==> src/rtl/gpio_bus_arbiter_if.sv <==
// Signal bundle for gpio_bus_arbiter: two requester ports, the downstream
// GPIO-wrapper port and status flags. The arbiter uses 'slave', its environment 'master'.
interface gpio_bus_arbiter_if;
    logic        m0_stb_i;
    logic [6:0]  m0_adr_i;
    logic [3:0]  m0_byte_sel_i;
    logic        m0_we_i;
    logic [31:0] m0_dat_i;
    logic [31:0] m0_dat_o;
    logic        m0_ack_o;
    logic        m1_stb_i;
    logic [6:0]  m1_adr_i;
    logic [3:0]  m1_byte_sel_i;
    logic        m1_we_i;
    logic [31:0] m1_dat_i;
    logic [31:0] m1_dat_o;
    logic        m1_ack_o;
    logic        stb_o;
    logic [6:0]  adr_o;
    logic [3:0]  byte_sel_o;
    logic        we_o;
    logic [31:0] dat_o;
    logic [31:0] dat_i;
    logic        ack_i;
    logic        init_done_o;
    logic        timeout_o;
    logic        busy_o;

    modport slave (
        input  m0_stb_i, m0_adr_i, m0_byte_sel_i, m0_we_i, m0_dat_i,
        output m0_dat_o, m0_ack_o,
        input  m1_stb_i, m1_adr_i, m1_byte_sel_i, m1_we_i, m1_dat_i,
        output m1_dat_o, m1_ack_o,
        output stb_o, adr_o, byte_sel_o, we_o, dat_o,
        input  dat_i, ack_i,
        output init_done_o, timeout_o, busy_o
    );

    modport master (
        output m0_stb_i, m0_adr_i, m0_byte_sel_i, m0_we_i, m0_dat_i,
        input  m0_dat_o, m0_ack_o,
        output m1_stb_i, m1_adr_i, m1_byte_sel_i, m1_we_i, m1_dat_i,
        input  m1_dat_o, m1_ack_o,
        input  stb_o, adr_o, byte_sel_o, we_o, dat_o,
        output dat_i, ack_i,
        input  init_done_o, timeout_o, busy_o
    );
endinterface

==> src/rtl/gpio_bus_arbiter.sv <==
// Round-robin front end for xilinx_gpio_wrapper: replays a fixed register init
// sequence after reset, then shares the slave port between two requesters.
module gpio_bus_arbiter #(
    parameter logic        DUAL_CHANNEL   = 1'b0,
    parameter logic        INTERRUPT_EN   = 1'b1,
    parameter logic [31:0] DOUT_DEFAULT   = 32'h0000_0000,
    parameter logic [31:0] TRI_DEFAULT    = 32'hFFFF_FFFF,
    parameter logic [31:0] DOUT2_DEFAULT  = 32'h0000_0000,
    parameter logic [31:0] TRI2_DEFAULT   = 32'hFFFF_FFFF,
    parameter int          TIMEOUT_CYCLES = 256,
    parameter logic [31:0] ERR_DATA       = 32'hDEAD_BEEF
) (
    input logic               clk_i,
    input logic               rst_i,
    gpio_bus_arbiter_if.slave bus
);

    localparam int CNT_W = (TIMEOUT_CYCLES > 0) ? $clog2(TIMEOUT_CYCLES + 1) : 1;
    localparam logic [CNT_W-1:0] CNT_LAST = CNT_W'(TIMEOUT_CYCLES - 1);

    typedef enum logic [3:0] {
        I_DATA, I_TRI, I_DATA2, I_TRI2, I_IER, I_GIER, IDLE, BUS, RESP
    } state_t;

    state_t           state, state_n;
    logic [CNT_W-1:0] cnt, cnt_n;
    logic             last_grant, last_grant_n;
    logic             stb, stb_n, we, we_n;
    logic [6:0]       adr, adr_n;
    logic [3:0]       bsel, bsel_n;
    logic [31:0]      wdat, wdat_n, m0_rdat, m0_rdat_n, m1_rdat, m1_rdat_n;
    logic             m0_ack, m0_ack_n, m1_ack, m1_ack_n;
    logic             init_done, init_done_n, timeout, timeout_n, busy, busy_n;
    logic             xfer_done, pick1, wd_fire;
    logic [31:0]      xfer_rdat;

    function automatic state_t init_next(input state_t s);
        case (s)
            I_DATA:  return I_TRI;
            I_TRI:   return DUAL_CHANNEL ? I_DATA2 : (INTERRUPT_EN ? I_IER : IDLE);
            I_DATA2: return I_TRI2;
            I_TRI2:  return INTERRUPT_EN ? I_IER : IDLE;
            I_IER:   return I_GIER;
            default: return IDLE;
        endcase
    endfunction

    function automatic logic [6:0] init_adr(input state_t s);
        case (s)
            I_DATA:  return 7'h00;
            I_TRI:   return 7'h01;
            I_DATA2: return 7'h02;
            I_TRI2:  return 7'h03;
            I_IER:   return 7'h4A;
            default: return 7'h47;
        endcase
    endfunction

    function automatic logic [31:0] init_dat(input state_t s);
        case (s)
            I_DATA:  return DOUT_DEFAULT;
            I_TRI:   return TRI_DEFAULT;
            I_DATA2: return DOUT2_DEFAULT;
            I_TRI2:  return TRI2_DEFAULT;
            I_IER:   return {30'b0, DUAL_CHANNEL, 1'b1};
            default: return 32'h8000_0000;
        endcase
    endfunction

    always_comb begin
        state_n      = state;
        cnt_n        = cnt;
        last_grant_n = last_grant;
        stb_n        = stb;
        adr_n        = adr;
        bsel_n       = bsel;
        we_n         = we;
        wdat_n       = wdat;
        m0_rdat_n    = m0_rdat;
        m1_rdat_n    = m1_rdat;
        m0_ack_n     = 1'b0;
        m1_ack_n     = 1'b0;
        init_done_n  = init_done;
        timeout_n    = timeout;
        xfer_done    = 1'b0;
        xfer_rdat    = '0;
        pick1        = 1'b0;
        wd_fire      = (TIMEOUT_CYCLES > 0) && (cnt == CNT_LAST);

        case (state)
            I_DATA, I_TRI, I_DATA2, I_TRI2, I_IER, I_GIER, BUS: begin
                // stb is raised one cycle into the state; ack_i before that is ignored
                if (!stb) begin
                    stb_n = 1'b1;
                    cnt_n = '0;
                    if (state != BUS) begin
                        adr_n  = init_adr(state);
                        wdat_n = init_dat(state);
                        we_n   = 1'b1;
                        bsel_n = 4'hF;
                    end
                end else if (bus.ack_i) begin
                    stb_n     = 1'b0;
                    xfer_done = 1'b1;
                    xfer_rdat = bus.dat_i;
                end else if (wd_fire) begin
                    stb_n     = 1'b0;
                    xfer_done = 1'b1;
                    xfer_rdat = ERR_DATA;
                    timeout_n = 1'b1;
                end else begin
                    cnt_n = cnt + 1'b1;
                end

                if (xfer_done) begin
                    if (state == BUS) begin
                        state_n = RESP;
                        if (last_grant) begin
                            m1_rdat_n = xfer_rdat;
                            m1_ack_n  = 1'b1;
                        end else begin
                            m0_rdat_n = xfer_rdat;
                            m0_ack_n  = 1'b1;
                        end
                    end else begin
                        state_n = init_next(state);
                        if (state_n == IDLE) init_done_n = 1'b1;
                    end
                end
            end
            IDLE: begin
                if (bus.m0_stb_i || bus.m1_stb_i) begin
                    pick1        = bus.m1_stb_i && (!bus.m0_stb_i || !last_grant);
                    last_grant_n = pick1;
                    state_n      = BUS;
                    cnt_n        = '0;
                    adr_n        = pick1 ? bus.m1_adr_i      : bus.m0_adr_i;
                    bsel_n       = pick1 ? bus.m1_byte_sel_i : bus.m0_byte_sel_i;
                    we_n         = pick1 ? bus.m1_we_i       : bus.m0_we_i;
                    wdat_n       = pick1 ? bus.m1_dat_i      : bus.m0_dat_i;
                end
            end
            RESP:    state_n = IDLE;
            default: state_n = I_DATA;
        endcase

        busy_n = stb_n || (state_n == BUS);
    end

    always_ff @(posedge clk_i) begin
        if (rst_i) begin
            state      <= I_DATA;
            cnt        <= '0;
            last_grant <= 1'b1;
            stb        <= 1'b0;
            adr        <= '0;
            bsel       <= '0;
            we         <= 1'b0;
            wdat       <= '0;
            m0_rdat    <= '0;
            m1_rdat    <= '0;
            m0_ack     <= 1'b0;
            m1_ack     <= 1'b0;
            init_done  <= 1'b0;
            timeout    <= 1'b0;
            busy       <= 1'b0;
        end else begin
            state      <= state_n;
            cnt        <= cnt_n;
            last_grant <= last_grant_n;
            stb        <= stb_n;
            adr        <= adr_n;
            bsel       <= bsel_n;
            we         <= we_n;
            wdat       <= wdat_n;
            m0_rdat    <= m0_rdat_n;
            m1_rdat    <= m1_rdat_n;
            m0_ack     <= m0_ack_n;
            m1_ack     <= m1_ack_n;
            init_done  <= init_done_n;
            timeout    <= timeout_n;
            busy       <= busy_n;
        end
    end

    assign bus.stb_o       = stb;
    assign bus.adr_o       = adr;
    assign bus.byte_sel_o  = bsel;
    assign bus.we_o        = we;
    assign bus.dat_o       = wdat;
    assign bus.m0_dat_o    = m0_rdat;
    assign bus.m1_dat_o    = m1_rdat;
    assign bus.m0_ack_o    = m0_ack;
    assign bus.m1_ack_o    = m1_ack;
    assign bus.init_done_o = init_done;
    assign bus.timeout_o   = timeout;
    assign bus.busy_o      = busy;

endmodule

==> src/flat_wrapper.sv <==
// flat-port wrapper written by rule: the top's interface ports become plain ports
module gpio_bus_arbiter_flat 
#(
    parameter logic        DUAL_CHANNEL   = 1'b0,
    parameter logic        INTERRUPT_EN   = 1'b1,
    parameter logic [31:0] DOUT_DEFAULT   = 32'h0000_0000,
    parameter logic [31:0] TRI_DEFAULT    = 32'hFFFF_FFFF,
    parameter logic [31:0] DOUT2_DEFAULT  = 32'h0000_0000,
    parameter logic [31:0] TRI2_DEFAULT   = 32'hFFFF_FFFF,
    parameter int          TIMEOUT_CYCLES = 256,
    parameter logic [31:0] ERR_DATA       = 32'hDEAD_BEEF
)
  (clk_i, rst_i, bus_m0_stb_i, bus_m0_adr_i, bus_m0_byte_sel_i, bus_m0_we_i, bus_m0_dat_i, bus_m0_dat_o, bus_m0_ack_o, bus_m1_stb_i, bus_m1_adr_i, bus_m1_byte_sel_i, bus_m1_we_i, bus_m1_dat_i, bus_m1_dat_o, bus_m1_ack_o, bus_stb_o, bus_adr_o, bus_byte_sel_o, bus_we_o, bus_dat_o, bus_dat_i, bus_ack_i, bus_init_done_o, bus_timeout_o, bus_busy_o);
  gpio_bus_arbiter_if bus_i ();
  input logic clk_i;
  input logic rst_i;
  input wire logic [$bits(bus_i.m0_stb_i)-1:0] bus_m0_stb_i;
  input wire logic [$bits(bus_i.m0_adr_i)-1:0] bus_m0_adr_i;
  input wire logic [$bits(bus_i.m0_byte_sel_i)-1:0] bus_m0_byte_sel_i;
  input wire logic [$bits(bus_i.m0_we_i)-1:0] bus_m0_we_i;
  input wire logic [$bits(bus_i.m0_dat_i)-1:0] bus_m0_dat_i;
  output wire logic [$bits(bus_i.m0_dat_o)-1:0] bus_m0_dat_o;
  output wire logic [$bits(bus_i.m0_ack_o)-1:0] bus_m0_ack_o;
  input wire logic [$bits(bus_i.m1_stb_i)-1:0] bus_m1_stb_i;
  input wire logic [$bits(bus_i.m1_adr_i)-1:0] bus_m1_adr_i;
  input wire logic [$bits(bus_i.m1_byte_sel_i)-1:0] bus_m1_byte_sel_i;
  input wire logic [$bits(bus_i.m1_we_i)-1:0] bus_m1_we_i;
  input wire logic [$bits(bus_i.m1_dat_i)-1:0] bus_m1_dat_i;
  output wire logic [$bits(bus_i.m1_dat_o)-1:0] bus_m1_dat_o;
  output wire logic [$bits(bus_i.m1_ack_o)-1:0] bus_m1_ack_o;
  output wire logic [$bits(bus_i.stb_o)-1:0] bus_stb_o;
  output wire logic [$bits(bus_i.adr_o)-1:0] bus_adr_o;
  output wire logic [$bits(bus_i.byte_sel_o)-1:0] bus_byte_sel_o;
  output wire logic [$bits(bus_i.we_o)-1:0] bus_we_o;
  output wire logic [$bits(bus_i.dat_o)-1:0] bus_dat_o;
  input wire logic [$bits(bus_i.dat_i)-1:0] bus_dat_i;
  input wire logic [$bits(bus_i.ack_i)-1:0] bus_ack_i;
  output wire logic [$bits(bus_i.init_done_o)-1:0] bus_init_done_o;
  output wire logic [$bits(bus_i.timeout_o)-1:0] bus_timeout_o;
  output wire logic [$bits(bus_i.busy_o)-1:0] bus_busy_o;
  assign bus_i.m0_stb_i = bus_m0_stb_i;
  assign bus_i.m0_adr_i = bus_m0_adr_i;
  assign bus_i.m0_byte_sel_i = bus_m0_byte_sel_i;
  assign bus_i.m0_we_i = bus_m0_we_i;
  assign bus_i.m0_dat_i = bus_m0_dat_i;
  assign bus_m0_dat_o = bus_i.m0_dat_o;
  assign bus_m0_ack_o = bus_i.m0_ack_o;
  assign bus_i.m1_stb_i = bus_m1_stb_i;
  assign bus_i.m1_adr_i = bus_m1_adr_i;
  assign bus_i.m1_byte_sel_i = bus_m1_byte_sel_i;
  assign bus_i.m1_we_i = bus_m1_we_i;
  assign bus_i.m1_dat_i = bus_m1_dat_i;
  assign bus_m1_dat_o = bus_i.m1_dat_o;
  assign bus_m1_ack_o = bus_i.m1_ack_o;
  assign bus_stb_o = bus_i.stb_o;
  assign bus_adr_o = bus_i.adr_o;
  assign bus_byte_sel_o = bus_i.byte_sel_o;
  assign bus_we_o = bus_i.we_o;
  assign bus_dat_o = bus_i.dat_o;
  assign bus_i.dat_i = bus_dat_i;
  assign bus_i.ack_i = bus_ack_i;
  assign bus_init_done_o = bus_i.init_done_o;
  assign bus_timeout_o = bus_i.timeout_o;
  assign bus_busy_o = bus_i.busy_o;
  gpio_bus_arbiter #(.DUAL_CHANNEL(DUAL_CHANNEL), .INTERRUPT_EN(INTERRUPT_EN), .DOUT_DEFAULT(DOUT_DEFAULT), .TRI_DEFAULT(TRI_DEFAULT), .DOUT2_DEFAULT(DOUT2_DEFAULT), .TRI2_DEFAULT(TRI2_DEFAULT), .TIMEOUT_CYCLES(TIMEOUT_CYCLES), .ERR_DATA(ERR_DATA)) u_core (.clk_i(clk_i), .rst_i(rst_i), .bus(bus_i));
endmodule
==> config.mk <==
export PLATFORM = sky130hd
export DESIGN_NAME = gpio_bus_arbiter_flat
export DESIGN_NICKNAME = d
export VERILOG_FILES = /design/src/rtl/gpio_bus_arbiter_if.sv /design/src/rtl/gpio_bus_arbiter.sv /design/src/flat_wrapper.sv
export SDC_FILE = /design/constraint.sdc
export NUM_CORES = 1
export LEC_CHECK = 0
export CAP_MARGIN = 20
export CORE_ASPECT_RATIO = 0.9
export CORE_UTILIZATION = 25
export DETAILED_ROUTE_END_ITERATION = 7
export SLEW_MARGIN = 20
export SYNTH_ARGS = -nofsm -noshare
export SYNTH_HDL_FRONTEND = slang
export SYNTH_SLANG_ARGS = --single-unit
==> constraint.sdc <==
create_clock -name clk_i -period 2 [get_ports clk_i]
set_input_delay 0.2 -clock clk_i [delete_from_list [all_inputs] [get_ports clk_i]]
set_output_delay 0.2 -clock clk_i [all_outputs]
set_load 0.01 [all_outputs]
==> flow_summary.ini, run 1 <==
[clock_tree]
clk_latency_ns = 0.42
clock_tree.buffer_depth = 2
clk_slew_on_worst_s_h_paths_ns = 0.06
h_tree_lvl_count = 4
clock_tree.root_cell = sky130_fd_sc_hd__clkbuf_16
tritoncts = done
cts_sinks = 128
cts_buffers = 17

[critical_path]
critical_path.slowest_cell = sky130_fd_sc_hd__and4_4
capturing_element_type_of_the_critical_path = flip-flop
critical_path.cell_chain = and4_1 > and4_4 > ha_4 > o211a_4 > and4_4 > clkbuf_16 > nor2_2 > a211oi_1
critical-path-top-cell-by-count = sky130_fd_sc_hd__and4_4
critPathArrivalTime_ns = 2.33
crit_required_ns = 2.32
timing.critical_path.slowest_cell_delay_ns = 0.36
setup.worst_path.start_class = flip-flop
critical_path_class = reg2reg
path_max_fanout = 8

[sta]
postLayoutSetupSlackWorst_ns = -0.009008
worst_pin_slew_ns = 0.7540
rsz0062_at_grt = true
clock.fmax_mhz = 497.8
final.hold.worst_slack_ns = 0.1218
finalHoldViolCount = 0
max_transition_margin_pct = 49.74
fin_tns_setup_ns = -0.02064
timing.final.max_slew_violations = 0
setup_viol = 3
min_period_over_period_pct = 100.5
worst_clock_skew_ns = 0.009393
post-route-min-period_ns = 2.009

[pwr]
internal_mw = 5.015
p_comb_share_pct = 13.7
power.sequential.fraction_pct = 39.8
net-switching-power_mw = 1.711
netSwitchingFraction_pct = 25.44
share_clk_of_total_power_pct = 46.4
worst_ir_drop_vdd_v = 0.0004678
power_per_cell_area_nw_per_um2 = 705.2
cellLeakagePower_nw = 3.435

[job]
cap_viol_max_count = 0

[placed_design]
place_congestion = 0.7972
port_buffers = 238
preCtsSetupSlack_ns = -0.1591
detailedPlacementHpwl_um = 13490

[route]
drt_pre_antenna_iters = 4
totalWireLength_um = 20400
vias = 5780
drc_errors = 0
detailedRoute.firstIterationViolations = 261
vias_per_cell = 4.809
wl_per_cell_um = 16.97
postRouteAntennaNets = 0

[layout]
area_growth_from_synthesis_to_final_layout_pct = 75.30
filler_cell_count = 2031
finish.net_count = 1030
n_antenna_cell = 0
drive_above_1_share_pct = 17.25

[synth]
post-synth-top-area-fraction_pct = 47.10
ys_seq_elements = 128
synth_sequential_area_ratio_pct = 47.10
postSynth.asyncResetShare_pct = 0
synth-main-ff-cell = sky130_fd_sc_hd__dfxtp_1
synth_area_per_cell_sq_um = 8.500
ys_types = 53
netlist_instances = 640
postSynthNetCount = 767
synth_edf_count = 0
synthesis.yosys.warnings = 0
netlist.top_cell.by_area = sky130_fd_sc_hd__dfxtp_1
yosys-top-cells-area = sky130_fd_sc_hd__dfxtp_1 47%, sky130_fd_sc_hd__nand2_1 6.9%, sky130_fd_sc_hd__a211oi_1 6.5%
synth_area_sq_um = 5440

[floorplanning]
die_w_um = 157.5
fp.coreArea_sq_um = 21080
initial_utilization_pct = 25.80
dieArea_sq_um = 22360
std_cell_rows = 50
top_level_ports = 239
die_h_um = 141.9

[run_status]
outcome = complete, but fails checks
failed_checks = negative setup slack

[global_route]
combined_global_route_utilization_of_all_metal_layers_pct = 16.90
first_pass_grt_wire_length_um = 29260
grt_antenna_before_repair = 0
grt_pass1_vias = 5396
grt.overflow.total = 0
grt_start_max_net_pins = 60

[hold_path]
timing.hold.worst.class = in2reg
[cell usage after synthesis (7+ instances only)]
| cell type | instances |
|---|---|
| sky130_fd_sc_hd__dfxtp_1 | 128 |
| sky130_fd_sc_hd__nand2_1 | 100 |
| sky130_fd_sc_hd__nor2_1 | 92 |
| sky130_fd_sc_hd__a21oi_1 | 69 |
| sky130_fd_sc_hd__a211oi_1 | 47 |
| sky130_fd_sc_hd__clkbuf_1 | 39 |
| sky130_fd_sc_hd__o221a_1 | 30 |
| sky130_fd_sc_hd__nand4_1 | 19 |
| sky130_fd_sc_hd__buf_2 | 17 |
| sky130_fd_sc_hd__nand3_1 | 8 |
| sky130_fd_sc_hd__o31ai_1 | 7 |
[flip-flops by register name (all words and copies together) (netlist names), 4 cells and up]
signal	flops
u_core.bus.adr_o	7
u_core.cnt	9
u_core.bus.m0_dat_o	32
u_core.bus.byte_sel_o	4
u_core.bus.dat_o	32
u_core.bus.m1_dat_o	32
u_core.state	4
[per-layer routing]
| layer | routed length, um | share of wire [%] | global-route usage [%] | up-vias |
|---|---|---|---|---|
| met5 | 0 | 0 | 0 | - |
| met4 | 265 | 1.3 | 5.365 | 0 |
| met3 | 2059 | 10 | 6.851 | 13 |
| met2 | 9088 | 45 | 27.04 | 207 |
| met1 | 8981 | 44 | 20.57 | 2706 |
| li1 | - | - | - | 2854 |
[power groups by stage]
| stage | logic [mW] | registers (mW) | clock network [mW] |
|---|---|---|---|
| 2_1_floorplan | 0.322 | 2.76 | 0 |
| 3_3_place_gp | 0.906 | 2.73 | 0 |
| 3_5_place_dp | 0.905 | 2.74 | 0 |
| 4_1_cts | 0.920 | 2.68 | 3.18 |
| 5_1_grt | 0.998 | 2.69 | 3.29 |
| 6_report | 0.924 | 2.68 | 3.12 |
[through the flow]
| step | utilization, % | instances | area (sq um) | power (mW) |
|---|---|---|---|---|
| finish | 45.23 | 1202 | 9537 | 6.725 |
| global route | 45.23 | 1202 | 9537 | 6.979 |
| CTS | 43.39 | 1190 | 9148 | 6.783 |
| detailed placement | 40.07 | 1155 | 8448 | 3.640 |
| global placement | 40.07 | 1155 | 8448 | 3.639 |
| floorplan | - | 640 | 5487 | 3.082 |
[kinds of logic (layout without fill, tap and decap cells)]
kind of cell	count (synthesis)	count (layout)	synth area share [%]
buffers and inverters	69	345	5.566
DFF	128	128	47.10
muxes	6	6	1.242
xor gates and xnor gates	2	2	0.3220
adders and majority gates	2	2	0.4599
AOI/OAI and AO/OA	187	187	25.37
and+or+nand+nor	246	246	19.94
[layout by cell type (no fill, tap or decap), types with 3 or more instances in the layout]
master                              n
sky130_fd_sc_hd__inv_1              6
sky130_fd_sc_hd__clkdlybuf4s50_1  237
sky130_fd_sc_hd__nand4_1           19
sky130_fd_sc_hd__dfxtp_2            3
sky130_fd_sc_hd__a21oi_2            3
sky130_fd_sc_hd__and4_4             3
sky130_fd_sc_hd__clkinv_4           6
sky130_fd_sc_hd__mux2_2             5
sky130_fd_sc_hd__buf_12            13
sky130_fd_sc_hd__o21ai_1            4
sky130_fd_sc_hd__nor2_1            83
sky130_fd_sc_hd__buf_4             43
sky130_fd_sc_hd__clkbuf_16         23
sky130_fd_sc_hd__nor3b_1            5
sky130_fd_sc_hd__o221a_1           30
sky130_fd_sc_hd__or4_1              5
sky130_fd_sc_hd__inv_6              3
sky130_fd_sc_hd__nor3_1             3
sky130_fd_sc_hd__nor2_2             9
sky130_fd_sc_hd__a211oi_1          27
sky130_fd_sc_hd__a21oi_1           66
sky130_fd_sc_hd__dfxtp_1          125
sky130_fd_sc_hd__o31ai_1            5
sky130_fd_sc_hd__nand3_1            8
sky130_fd_sc_hd__a211oi_2          20
sky130_fd_sc_hd__nand2_1          100
sky130_fd_sc_hd__a311oi_1           6
[worst paths after layout]
kind | from | endpoint | slack [ns] | cells after the start
max | u_core.cnt[2] | u_core.bus.m0_dat_o[3] | -0.009 | 8
min | rst_i | u_core.bus.byte_sel_o[3] | 0.12 | 2
max reg2reg | u_core.cnt[2] | u_core.bus.m0_dat_o[3] | -0.009 | 8
min reg2reg | u_core.bus.adr_o[4] | u_core.bus.adr_o[4] | 0.46 | 2
[critical path: cells and delay by family (launching register included)]
family / cells / cell delay [ns]
and+or+nand+nor: 4 / 0.84
adders and majority gates: 1 / 0.16
DFF: 1 / 0.33
buffers and inverters: 1 / 0.20
AOI/OAI and AO/OA: 2 / 0.38
[layout make-up]
class	instances	area [sq um]	area share (%)
flip-flops and latches	128	2566	26.91
repair buffers	305	3191	33.46
inverters	8	30.03	0.3149
clock buffers	18	429.2	4.500
multi-input cells	443	2804	29.40
well taps	286	357.8	3.752
clock inverters	14	158.9	1.666
[timing repair]
item / CTS / global route
hold buffers: 0 / 0
hold endpoints to repair: 0 / 0
buffers inserted: 3 / 3
setup endpoints to repair: 73 / 72
gates resized for setup: 14 / 43
pin swaps: 3 / 45
gates cloned: 1 / 9
(Power assumes the default switching activity.)
==> run 2: changes to the inputs <==
--- a/config.mk
+++ b/config.mk
@@ -6,7 +6,6 @@
 export NUM_CORES = 1
 export LEC_CHECK = 0
 export CAP_MARGIN = 20
-export CORE_ASPECT_RATIO = 0.9
 export CORE_UTILIZATION = 25
 export DETAILED_ROUTE_END_ITERATION = 7
 export SLEW_MARGIN = 20
==> run 2 against run 1 <==
Sequential power barely moved. Power down 0.58%. The run now ends clean. Wire length increased by 0.29%. Non-clock buffer count is 8 lower. Cell area fell by 1.9%. Clock power about the same. First-iteration DRC count fell by 29%. Die area is essentially flat. Via count is essentially flat.
==> flow_summary.ini, run 2 (synthesis gave the netlist of run 1 again) <==
[placed_design]
preCtsSetupSlack_ns = -0.1833
dp_cells = 1139
port_buffers = 238
place_congestion = 0.7961
detailedPlacementHpwl_um = 13630

[sta]
timing.final.max_slew_violations = 0
clock.fmax_mhz = 503.1
worst_pin_slew_ns = 0.6148
rsz0062_at_grt = true
postLayoutSetupSlackWorst_ns = 0.01230
max_transition_margin_pct = 58.74
worst_clock_skew_ns = 0.01004
finalHoldViolCount = 0
post-route-min-period_ns = 1.988
setup_viol = 0
min_period_over_period_pct = 99.38

[floorplanning]
initial_utilization_pct = 25.72
fp.coreArea_sq_um = 21150
die_w_um = 149.5
top_level_ports = 239
dieArea_sq_um = 22350
die_h_um = 149.5
std_cell_rows = 53

[route]
postRouteAntennaNets = 0
vias = 5783
drc_errors = 0
drt_pre_antenna_iters = 5
detailedRoute.firstIterationViolations = 185
wl_per_cell_um = 17.30
vias_per_cell = 4.893
totalWireLength_um = 20450

[run_status]
outcome = finished, final reports clean

[global_route]
grt_pass1_vias = 5393
grt.overflow.total = 0
grt_antenna_before_repair = 0
grt_start_max_net_pins = 70
combined_global_route_utilization_of_all_metal_layers_pct = 17.61
first_pass_grt_wire_length_um = 30330

[critical_path]
timing.critical_path.slowest_cell_delay_ns = 0.37
worst-r2r-setup-slack_ns = 0.01
critical_path.slowest_cell = sky130_fd_sc_hd__and4_4
worstReg2RegEnd = u_core.bus.m1_dat_o[3]
critPathArrivalTime_ns = 2.28
critical_path.cell_chain = and4_1 > and4_4 > ha_4 > o211a_4 > and4_4 > buf_4 > clkbuf_16 > a211oi_1
worst-path-buf-inv = 2
capturing_element_type_of_the_critical_path = flip-flop
reg2regPathDepth = 8
critical_path_class = reg2reg
critical-path-top-cell-by-count = sky130_fd_sc_hd__and4_4
path_max_fanout = 11
regToRegStartpoint = u_core.cnt[5]
setup.worst_path.start_class = flip-flop
timing.critical_path.max_delay_family = simple AND/OR/NAND/NOR gates
crit_required_ns = 2.29

[clock_tree]
clock_tree.root_cell = sky130_fd_sc_hd__clkbuf_16
postCtsHoldBufs = 0
clk_slew_on_worst_s_h_paths_ns = 0.06
h_tree_lvl_count = 4
clock_tree.buffer_depth = 2
clk_latency_ns = 0.42
cts_buffers = 17
tritoncts = done
cts_sinks = 128

[hold_path]
worstHoldStart = rst_i
hold_end = u_core.state[3]
whs_path_depth = 2
timing.hold.worst.class = in2reg

[pwr]
power_per_cell_area_nw_per_um2 = 715.0
worst_ir_drop_vdd_v = 0.0005483
cellLeakagePower_nw = 3.363

[layout]
n_antenna_cell = 0
mostFrequentLayoutCell = sky130_fd_sc_hd__clkdlybuf4s50_1
final_cell_mix = 236 x sky130_fd_sc_hd__clkdlybuf4s50_1, 125 x sky130_fd_sc_hd__dfxtp_1, 100 x sky130_fd_sc_hd__nand2_1, 79 x sky130_fd_sc_hd__nor2_1, 68 x sky130_fd_sc_hd__a21oi_1
area_growth_from_synthesis_to_final_layout_pct = 71.90
finish.net_count = 1022
post_layout_nonfiller_instances = 1182
drive_above_1_share_pct = 15.44

[job]
cap_viol_max_count = 0
-- run 2: worst max-delay path by stage --
| stage | startpoint | endpoint | slack, ns | cells after the start |
|---|---|---|---|---|
| final | u_core.cnt[5] | u_core.bus.m1_dat_o[3] | 0.01 | 8 |
| after global routing | u_core.cnt[5] | u_core.bus.m1_dat_o[3] | -0.06 | 8 |
| after CTS | u_core.cnt[5] | u_core.cnt[4] | -0.0007 | 8 |
| after detailed placement | bus_m1_stb_i | u_core.bus.dat_o[31] | -0.18 | 5 |
| after global placement | bus_m1_stb_i | u_core.bus.dat_o[31] | -0.18 | 5 |
| after floorplan | u_core.cnt[1] | u_core.bus.m1_dat_o[10] | -0.009 | 9 |
-- run 2: routing by layer --
metal / GRT usage (%) / vias up / share of wire, %
met5: 0 / - / 0
met3: 6.555 / 13 / 10
met4: 5.867 / 0 / 1.5
met1: 21.70 / 2722 / 43
met2: 28.08 / 223 / 46
li1: - / 2825 / -
-- run 2: stage by stage --
stage / instance area (sq um) / setup TNS [ns] / hold WS, ns / power (mW) / util (%)
6_report: 9351 / 0 / 0.1704 / 6.686 / 44.21
4_1_cts: 9094 / -0.0006906 / 0.1453 / 6.759 / 42.99
2_1_floorplan: 5487 / -0.2415 / 0.3562 / 3.082 / -
3_3_place_gp: 8392 / -0.4679 / 0.4429 / 3.632 / 39.67
5_1_grt: 9351 / -1.129 / 0.1647 / 6.950 / 44.21
3_5_place_dp: 8392 / -2.192 / 0.4459 / 3.636 / 39.67
-- run 2: area by class of cell --
cell class | instances | area, sq um
fillers | 2074 | 11800
repair buffers | 297 | 3075
multi-input cells | 443 | 2746
flip-flops and latches | 128 | 2566
clock buffers | 19 | 452.9
well taps | 275 | 344.1
clock inverters | 12 | 136.4
inverters | 8 | 30.03
-- run 2: repair_timing --
action | CTS | global route
resized for setup | 13 | 31
cloned | 2 | 5
endpoints found under the setup margin | 58 | 71
pin swaps | 5 | 18
buffers inserted | 1 | 4
-- run 2: power breakdown --
group,leakage (nW),switching [mW],internal [mW]
logic,2.04,0.397,0.513
clock network,0.281,1.20,1.90
registers,1.04,0.0474,2.63
total,3.36,1.64,5.04
